## src/rtl/redmule_tcdm_splitter.sv

```systemverilog
// Wide-to-narrow TCDM splitter: issues one wide request on MP narrow ports,
// tolerating per-port grant skew and reassembling per-port responses in order.
module redmule_tcdm_splitter #(
  parameter int unsigned DW           = 256,
  parameter int unsigned MP           = 8,
  parameter int unsigned AW           = 32,
  parameter int unsigned RESP_DEPTH   = 2,
  parameter int unsigned SKIP_ZERO_BE = 1
) (
  input  logic                  clk_i,
  input  logic                  rst_ni,
  input  logic                  wide_req_i,
  output logic                  wide_gnt_o,
  input  logic [AW-1:0]         wide_add_i,
  input  logic                  wide_wen_i,
  input  logic [DW/8-1:0]       wide_be_i,
  input  logic [DW-1:0]         wide_data_i,
  output logic [DW-1:0]         wide_r_data_o,
  output logic                  wide_r_valid_o,
  output logic [MP-1:0]         tcdm_req_o,
  input  logic [MP-1:0]         tcdm_gnt_i,
  output logic [MP*AW-1:0]      tcdm_add_o,
  output logic [MP-1:0]         tcdm_wen_o,
  output logic [DW/8-1:0]       tcdm_be_o,
  output logic [DW-1:0]         tcdm_data_o,
  input  logic [DW-1:0]         tcdm_r_data_i,
  input  logic [MP-1:0]         tcdm_r_valid_i,
  output logic                  busy_o
);

  localparam int unsigned SW = DW / MP;
  localparam int unsigned BW = SW / 8;
  localparam int unsigned CW = $clog2(RESP_DEPTH + 1);
  localparam int unsigned PW = (RESP_DEPTH > 1) ? $clog2(RESP_DEPTH) : 1;

  logic [MP-1:0] done_q, done_d;
  logic [CW-1:0] outstanding_q, outstanding_d;
  logic [MP-1:0] skip;
  logic [MP-1:0] fifo_empty;
  logic [DW-1:0] fifo_heads;
  logic          credit_ok;
  logic          all_done;

  function automatic logic [PW-1:0] ptr_inc(input logic [PW-1:0] p);
    return (p == PW'(RESP_DEPTH - 1)) ? '0 : p + PW'(1);
  endfunction

  always_comb begin
    credit_ok = (outstanding_q < CW'(RESP_DEPTH));
    skip      = '0;
    for (int unsigned i = 0; i < MP; i++) begin
      skip[i] = (SKIP_ZERO_BE != 0) && !wide_wen_i && (wide_be_i[i*BW +: BW] == '0);
    end
    tcdm_req_o = {MP{wide_req_i & credit_ok}} & ~done_q & ~skip;
    all_done   = &(done_q | (tcdm_req_o & tcdm_gnt_i) | skip);
    wide_gnt_o = wide_req_i & credit_ok & all_done;
  end

  always_comb begin
    tcdm_add_o = '0;
    for (int unsigned i = 0; i < MP; i++) begin
      tcdm_add_o[i*AW +: AW] = wide_add_i + AW'(i * BW);
    end
  end

  assign tcdm_wen_o  = {MP{wide_wen_i}};
  assign tcdm_be_o   = wide_be_i;
  assign tcdm_data_o = wide_data_i;

  assign wide_r_valid_o = &(~fifo_empty);
  assign wide_r_data_o  = wide_r_valid_o ? fifo_heads : '0;
  assign busy_o         = (outstanding_q != '0) | (|done_q);

  always_comb begin
    done_d = wide_gnt_o ? '0 : (done_q | (tcdm_req_o & tcdm_gnt_i));
    outstanding_d = outstanding_q;
    if (wide_gnt_o && !wide_r_valid_o) outstanding_d = outstanding_q + CW'(1);
    else if (!wide_gnt_o && wide_r_valid_o) outstanding_d = outstanding_q - CW'(1);
  end

  always_ff @(posedge clk_i or negedge rst_ni) begin
    if (!rst_ni) begin
      done_q        <= '0;
      outstanding_q <= '0;
    end else begin
      done_q        <= done_d;
      outstanding_q <= outstanding_d;
    end
  end

  for (genvar g = 0; g < MP; g++) begin : g_port
    logic [SW-1:0] mem_q [RESP_DEPTH];
    logic [PW-1:0] wptr_q, rptr_q;
    logic [CW-1:0] cnt_q;
    logic          push, pop;
    logic [SW-1:0] push_data;

    // Skipped slices get a synthetic zero entry at wide grant so every port
    // holds exactly one entry per wide transaction, keeping reassembly aligned.
    assign push      = tcdm_r_valid_i[g] | (wide_gnt_o & skip[g]);
    assign push_data = tcdm_r_valid_i[g] ? tcdm_r_data_i[g*SW +: SW] : '0;
    assign pop       = wide_r_valid_o;

    assign fifo_empty[g]           = (cnt_q == '0);
    assign fifo_heads[g*SW +: SW]  = mem_q[rptr_q];

    always_ff @(posedge clk_i or negedge rst_ni) begin
      if (!rst_ni) begin
        wptr_q <= '0;
        rptr_q <= '0;
        cnt_q  <= '0;
        for (int unsigned k = 0; k < RESP_DEPTH; k++) mem_q[k] <= '0;
      end else begin
        if (push) begin
          mem_q[wptr_q] <= push_data;
          wptr_q        <= ptr_inc(wptr_q);
        end
        if (pop) rptr_q <= ptr_inc(rptr_q);
        cnt_q <= cnt_q + CW'(push) - CW'(pop);
      end
    end

    always_ff @(posedge clk_i) begin
      if (rst_ni) begin
        assert (!(push && (cnt_q == CW'(RESP_DEPTH))))
          else $error("response FIFO %0d overflow", g);
        assert (!(tcdm_r_valid_i[g] && wide_gnt_o && skip[g]))
          else $error("port %0d real and synthetic push collide", g);
      end
    end
  end

endmodule

```

## config.mk

```make
export PLATFORM = sky130hd
export DESIGN_NAME = redmule_tcdm_splitter
export DESIGN_NICKNAME = d
export VERILOG_FILES = /design/src/rtl/redmule_tcdm_splitter.sv
export SDC_FILE = /design/constraint.sdc
export NUM_CORES = 1
export LEC_CHECK = 0
export ABC_AREA = 1
export BUFFER_PORTS_ARGS = -buffer_cell sky130_fd_sc_hd__buf_2
export CORE_AREA = 2 2 551 553
export CTS_BUF_LIST = sky130_fd_sc_hd__clkbuf_8
export DETAILED_ROUTE_END_ITERATION = 10
export DIE_AREA = 0 0 553 555
export SYNTH_ARGS = -nofsm -noshare
export SYNTH_HDL_FRONTEND = slang
export SYNTH_SLANG_ARGS = --single-unit
```

## constraint.sdc

```tcl
create_clock -name clk_i -period 3.2 [get_ports clk_i]
set_clock_uncertainty 0.1 [all_clocks]
set_input_delay 0.64 -clock clk_i [delete_from_list [all_inputs] [get_ports clk_i]]
set_output_delay 0.64 -clock clk_i [all_outputs]
set_load 0.005 [all_outputs]
```

==> results_dict.tcl, run 1 <==
set metrics [dict create \
    pin_count 1415 \
    grtUsageTotal_pct 14.4 \
    ir_worst_vdd_mv 0.489 \
    path_class "flop to output pin" \
    place_inst 8889 \
    synth_commonest_cells "1695 x nand2_1, 554 x dfrtp_1, 528 x nand3_1, 361 x buf_4, 275 x a21oi_1" \
    pre_cts_ws_ns -0.848 \
    leakagePower_uw 0.0236 \
    stdcell_count 9400 \
    first_pass_iters 6 \
    critPathRequiredTime_ns 2.46 \
    syn_avg_cell_area_um2 7.56 \
    grt_overflow 0 \
    hold_path_class "input pin to asynchronous set/reset pin" \
    synthArstFlopShare_pct 100 \
    syn2layout_area_growth_pct 51.7 \
    power_uw 31000 \
    drc 0 \
    p_int_uw 17700 \
    finalMaxSlewViolations 0 \
    cts_tree "built" \
    period_share_pct 110 \
    yosys_warnings 0 \
    synth_edf_count 0 \
    chipWidth_um 553 \
    netSwitchingFraction_pct 42.9 \
    place.gp.congestion 1.03 \
    drv_cap 0 \
    drt-initial-drc-count 2691 \
    drt-total-wl_mm 229 \
    antenna_found_initial 43 \
    cp.arrival_ns 2.80 \
    clkTransAtPathRegs_ns 0.06 \
    clk_path_buf_depth 3 \
    power.density_mw_per_mm2 636 \
    synthDominantCellAreaShare_pct 43.1 \
    avgViaCountPerCell 3.62 \
    nets 5963 \
    synth_fp_nets 4872 \
    die_area_mm2 0.307 \
    dpl.hpwl_mm 184 \
    p_comb_share_pct 46.1 \
    fin_tns_setup_ns -38.11 \
    violations "negative setup slack" \
    period_minus_slack_ns 3.54 \
    postRouteAntennaNets 0 \
    grt_pass1_vias 33625 \
    cts_buffers 99 \
    fmax_ghz 0.283 \
    netlist-cell-type-count 37 \
    rsz0062_at_grt "true" \
    wl_per_cell_um 24.4 \
    synth_top_area_cell "dfrtp_1" \
    synth_most_common_cell "nand2_1" \
    seqPwrFrac_pct 31.3 \
    yosysSeqAreaShare_pct 43.1 \
    setup_ws_ns -0.336 \
    yosys-top-cells-area "dfrtp_1 43%, nand2_1 20%, buf_4 8.4%" \
    grt_max_degree 69 \
    slew_headroom_pct 50.9 \
    start_util_pct 10.7 \
    synthesis.area_mm2 0.0321 \
    setup_violations 267 \
    root_buffer "clkbuf_8" \
    chipHeight_um 555 \
    clock_latency_ns 0.84 \
    io_buffers 884 \
    ys_ff_latch 554 \
    core_region_area_mm2 0.301 \
    num_vias 34044 \
    numClockSinks 554 \
    h-tree-depth 3 \
    switching_power_uw 13300 \
    status "complete, but fails checks" \
    synth_ff_type "dfrtp_1" \
    clkPwrFrac_pct 22.6 \
    postSynthCellCount 4250 \
    fin_util_pct 16.2 \
    worstMarginPinSlew_ns 0.736 \
    cp_max_fo 31 \
    cp-start-kind "flop" \
    cp-end-kind "output pin" \
    grt_pass1_wl_mm 302 \
    drive_above_1_share_pct 32.3 \
    rows 202 \
    finalHoldViolations 0 \
]
[final timing paths]
check                      cells after the start             endpoint                start  slack [ns]
setup / recovery                               6   wide_r_data_o[126]   g_port[7].cnt_q[1]       -0.34
hold / removal                                 2   g_port[1].mem_q[3]               rst_ni        0.26
setup reg to reg                              13   g_port[4].cnt_q[1]     outstanding_q[1]        0.45
hold reg to reg                                2  g_port[6].mem_q[18]  g_port[6].mem_q[18]        0.37
max in group asynchronous                      3   g_port[5].mem_q[5]               rst_ni        1.75
min in group clk_i                             7     g_port[1].wptr_q    tcdm_r_valid_i[1]        0.29
[layer usage]
| layer | routed length [um] | vias to the layer above | track usage (%) |
|---|---|---|---|
| li1 | - | 15264 | - |
| met1 | 67800 | 16149 | 12.5 |
| met2 | 101000 | 2098 | 22.7 |
| met3 | 45000 | 517 | 12.3 |
| met4 | 15100 | 16 | 7.83 |
| met5 | 361 | - | 0.609 |
[power groups by stage]
stage	Clock (uW)	Combinational [uW]	Sequential, uW
2_1_floorplan	0	5800	9500
3_3_place_gp	0	10800	9720
3_5_place_dp	0	10900	9770
4_1_cts	7230	13600	9690
5_1_grt	7470	15500	9930
6_report	7020	14300	9710
[worst max-delay path, cell delays in order, from the launching register on]
cell	delay, ns
dfrtp_1	0.43
o22ai_2	0.12
nor3_2	0.21
nand2_4	0.10
buf_12	0.17
a21oi_1	0.49
buf_2	0.31
[sequential cells by signal, summed over array words and instances (netlist names)]
| register | flops |
|---|---|
| done_q | 8 |
| g_port.mem_q | 512 |
| g_port.wptr_q | 8 |
| g_port.rptr_q | 8 |
| outstanding_q | 2 |
| g_port.cnt_q | 16 |
[cells by family (layout without fill, tap and decap cells)]
family                     after synthesis  in the layout  share of synthesized area (%)
xor gates and xnor gates               192            192                           5.25
buffers and inverters                  762           1923                           14.3
AOI/OAI and AO/OA                      303            303                           4.80
DFF                                    554            554                           43.1
and+or+nand+nor                       2413           2414                           31.5
adders and majority gates               26             26                           1.01
other                                    0             10                              0
[timing repair]
action	4_1_cts	5_1_grt
setup buffers	28	23
pin swaps	11	11
hold endpoints to repair	553	0
setup endpoints to repair	322	360
hold buffers	265	0
resized for setup	332	164
gates cloned	12	3
[metrics by stage]
stage | cell area [um^2] | hold slack (ns)
final | 48800 | 0.263
after global placement | 41100 | 0.353
after detailed placement | 41100 | 0.358
after global routing | 48800 | 0.245
after floorplan | 32100 | 0.244
after CTS | 47800 | 0.157
[layout make-up]
class                   count  area (um^2)
flip-flops and latches    554        13900
well taps                3978         4980
multi-input cells        2935        15200
clock buffers             117         1610
clock inverters            55          409
repair buffers           1605        12200
diodes                     10         25.0
fillers                 34258       252000
inverters                 146          568
[placed cells by master, fill, tap and decap left out, types with 4 or more instances in the layout]
master / Yosys / layout
a21oi_1: 275 / 123
a21oi_2: 0 / 67
a21oi_4: 0 / 85
buf_12: 0 / 59
buf_16: 0 / 11
buf_2: 5 / 809
buf_4: 361 / 365
buf_6: 49 / 58
buf_8: 0 / 30
clkbuf_4: 0 / 4
clkbuf_8: 0 / 117
clkinv_1: 15 / 13
clkinv_2: 0 / 13
clkinvlp_4: 0 / 6
dfrtp_1: 554 / 554
diode_2: 0 / 10
dlygate4sd3_1: 0 / 265
ha_1: 26 / 23
inv_1: 115 / 139
inv_2: 16 / 17
nand2_1: 1695 / 1690
nand2_2: 19 / 21
nand2_4: 14 / 17
nand3_1: 528 / 528
nand3_2: 9 / 9
nand3b_1: 5 / 5
nand4_1: 6 / 6
nor2_1: 103 / 94
nor2_2: 4 / 7
nor2_4: 6 / 12
nor3_1: 14 / 11
o211ai_1: 8 / 8
o21ai_0: 13 / 12
xnor2_1: 19 / 19
xor2_1: 172 / 167
xor2_2: 1 / 5
Note: power is estimated with default switching activity, not from simulation.
==> run 2, diff against run 1 <==
clock period = 3.06 ns   (was 3.2 ns; I/O delays follow)
==> run 2 against run 1 <==
The run still ends with negative setup slack left. Routed wire length rose by 0.38%. Die area did not move. Hold slack improved by 0.032 ns. Register-to-register slack got worse by 0.17 ns. Cell area rose by 3.8%. Non-clock buffer count rose by 56. Sequential power rose by 4%. Sequential share of layout area fell by 1.0 points. Via count rose by 1.4%. Final cell count rose by 0.83%. Clock power rose by 11%. Worst setup slack improved by 0.087 ns. Highest routed layer unchanged.
==> results_dict.tcl, run 2 (synthesis results as in run 1) <==
set metrics [dict create \
    status "complete, but fails checks" \
    violations "negative setup slack" \
    start_util_pct 10.7 \
    die_area_mm2 0.307 \
    hold_path_class "input pin to flop" \
    clock_latency_ns 0.81 \
    cp-end-kind "output pin" \
    power_uw 33900 \
    place.gp.congestion 1.03 \
    path_class "flop to output pin" \
    cp_top_family "buffers and inverters" \
    setup_violations 256 \
    slew_headroom_pct 43.9 \
    largest_reg_flops 512 \
    met1_usage_pct 12.7 \
    reg2reg_depth 14 \
    power.density_mw_per_mm2 670 \
    grt-busiest-layer "met2" \
    top_regs "g_port.mem_q x512, g_port.cnt_q x16" \
    cts_buffers 99 \
    drv_cap 0 \
    setup_ws_ns -0.249 \
    leakagePower_uw 0.0241 \
    h-tree-depth 3 \
    largest_register "g_port.mem_q" \
    numClockSinks 554 \
    cp-start-kind "flop" \
    drc 0 \
    clk_path_buf_depth 3 \
    postRouteAntennaNets 0 \
    period_share_pct 108 \
    syn2layout_area_growth_pct 57.5 \
    crit_cells 8 \
    worstHoldPathCells 7 \
    nets 6019 \
    worstMarginPinSlew_ns 0.842 \
    cp.arrival_ns 2.60 \
    rows 202 \
    num_vias 34526 \
    grt_pass1_vias 32982 \
    rsz0062_at_grt "true" \
    first_pass_iters 5 \
    antenna_found_initial 42 \
    avgViaCountPerCell 3.64 \
    place_inst 8927 \
    period_minus_slack_ns 3.31 \
    critPathRequiredTime_ns 2.35 \
    io_buffers 884 \
    core_region_area_mm2 0.301 \
    layout_common_cells "1681 x nand2_1, 766 x buf_2, 553 x dfrtp_1" \
    grt_overflow 0 \
    drt-initial-drc-count 2374 \
    chipWidth_um 553 \
    pin_count 1415 \
    grt_pass1_wl_mm 296 \
    path_buf_inv 4 \
    register_area_mm2 0.0139 \
    chipHeight_um 555 \
    finalHoldViolations 0 \
    cp_slowest_cell "dfrtp_1" \
    crit_chain "o22ai_4 -> nor3_4 -> nand2_4 -> buf_12 -> buf_16 -> buf_12 -> a21oi_4 -> buf_2" \
    dpl.hpwl_mm 183 \
    fmax_ghz 0.302 \
    final_common_cell "nand2_1" \
    drive_above_1_share_pct 35.0 \
    grtUsageTotal_pct 14.1 \
    slowest_delay_ns 0.42 \
    root_buffer "clkbuf_8" \
    grt_max_degree 81 \
    ir_worst_vdd_mv 0.497 \
    use_met3_pct 11.4 \
    cpMostUsedCell "buf_12" \
    stdcell_count 9478 \
    finalMaxSlewViolations 0 \
    wl_per_cell_um 24.3 \
    fillers 34126 \
    fin_util_pct 16.8 \
    multi_input_area_mm2 0.0158 \
    cts_tree "built" \
    clkTransAtPathRegs_ns 0.06 \
    drt-total-wl_mm 230 \
    gr-usage-met2_pct 22.3 \
    cp_max_fo 9 \
]
run 2: changes by cell type in the layout (fill, tap and decap cells not counted), moves of 10 or more:
cell / previous run / this run
buf_2: 809 / 766
buf_6: 58 / 99
buf_4: 365 / 402
a21oi_4: 85 / 117
a21oi_2: 67 / 89
diode_2: 10 / 20
nor2_1: 94 / 75
clkbuf_8: 117 / 128
a21oi_1: 123 / 69
clkbuf_16: 3 / 16
nor2_2: 7 / 19
run 2: report_power, final:
| group | internal, uW | switching [uW] | total (uW) |
|---|---|---|---|
| combinational | 6210 | 9810 | 16000 |
| sequential | 9130 | 1020 | 10100 |
| clock | 4130 | 3630 | 7760 |
| total | 19500 | 14500 | 33900 |
run 2: final cells by class:
type,instances,area share [%]
multi-input combinational,2935,31.3
sequential,554,27.4
timing repair buffer,1661,26.0
tap,3978,9.83
clock buffer,128,3.48
inverter,146,1.15
clock inverter,56,0.791
antenna,20,0.0989
run 2: worst register-to-register path, cell delays in order, from the launching register on:
cell        delay [ns]
dfrtp_1           0.41
clkinvlp_4        0.09
buf_12            0.13
nand2_8           0.10
o211ai_1          0.22
nand3_2           0.16
buf_4             0.19
nor2_8            0.23
nand3_2           0.18
nand2_2           0.13
inv_1             0.10
ha_1              0.29
inv_1             0.04
ha_1              0.18
xnor2_1           0.12
run 2: what timing repair did:
action,in CTS,in global routing
hold buffers,265,0
endpoints found under the hold margin,550,0
cloned,4,17
buffers inserted,14,52
endpoints found under the setup margin,370,376
resized for setup,336,420
pin swaps,14,33
run 2: worst paths after layout:
| kind | start | end | slack, ns |
|---|---|---|---|
| max | g_port[0].cnt_q[1] | wide_r_data_o[81] | -0.25 |
| min | wide_be_i[25] | done_q[6] | 0.29 |
| max reg2reg | outstanding_q[1] | g_port[4].cnt_q[1] | 0.28 |
| min reg2reg | g_port[7].mem_q[35] | g_port[7].mem_q[35] | 0.37 |
| max in group asynchronous | rst_ni | g_port[4].mem_q[49] | 1.68 |
| min in group asynchronous | rst_ni | g_port[3].mem_q[2] | 0.35 |
run 2: metal layers:
layer	part of all wire, %	wire [um]
met5	0.17	387
met4	6.1	14000
met3	18	42300
met2	45	103000
met1	31	70400
run 2: per-stage QoR:
stage	hold WS [ns]	worst slack (ns)	setup TNS, ns	instance area [um^2]
after floorplan	0.216	0.298	0	32100
after global placement	0.353	-0.856	-302.60	41500
after detailed placement	0.358	-0.875	-304.71	41500
after CTS	0.162	-0.429	-84.37	47900
after global routing	0.246	-0.378	-66.49	50600
final	0.295	-0.249	-32.52	50600
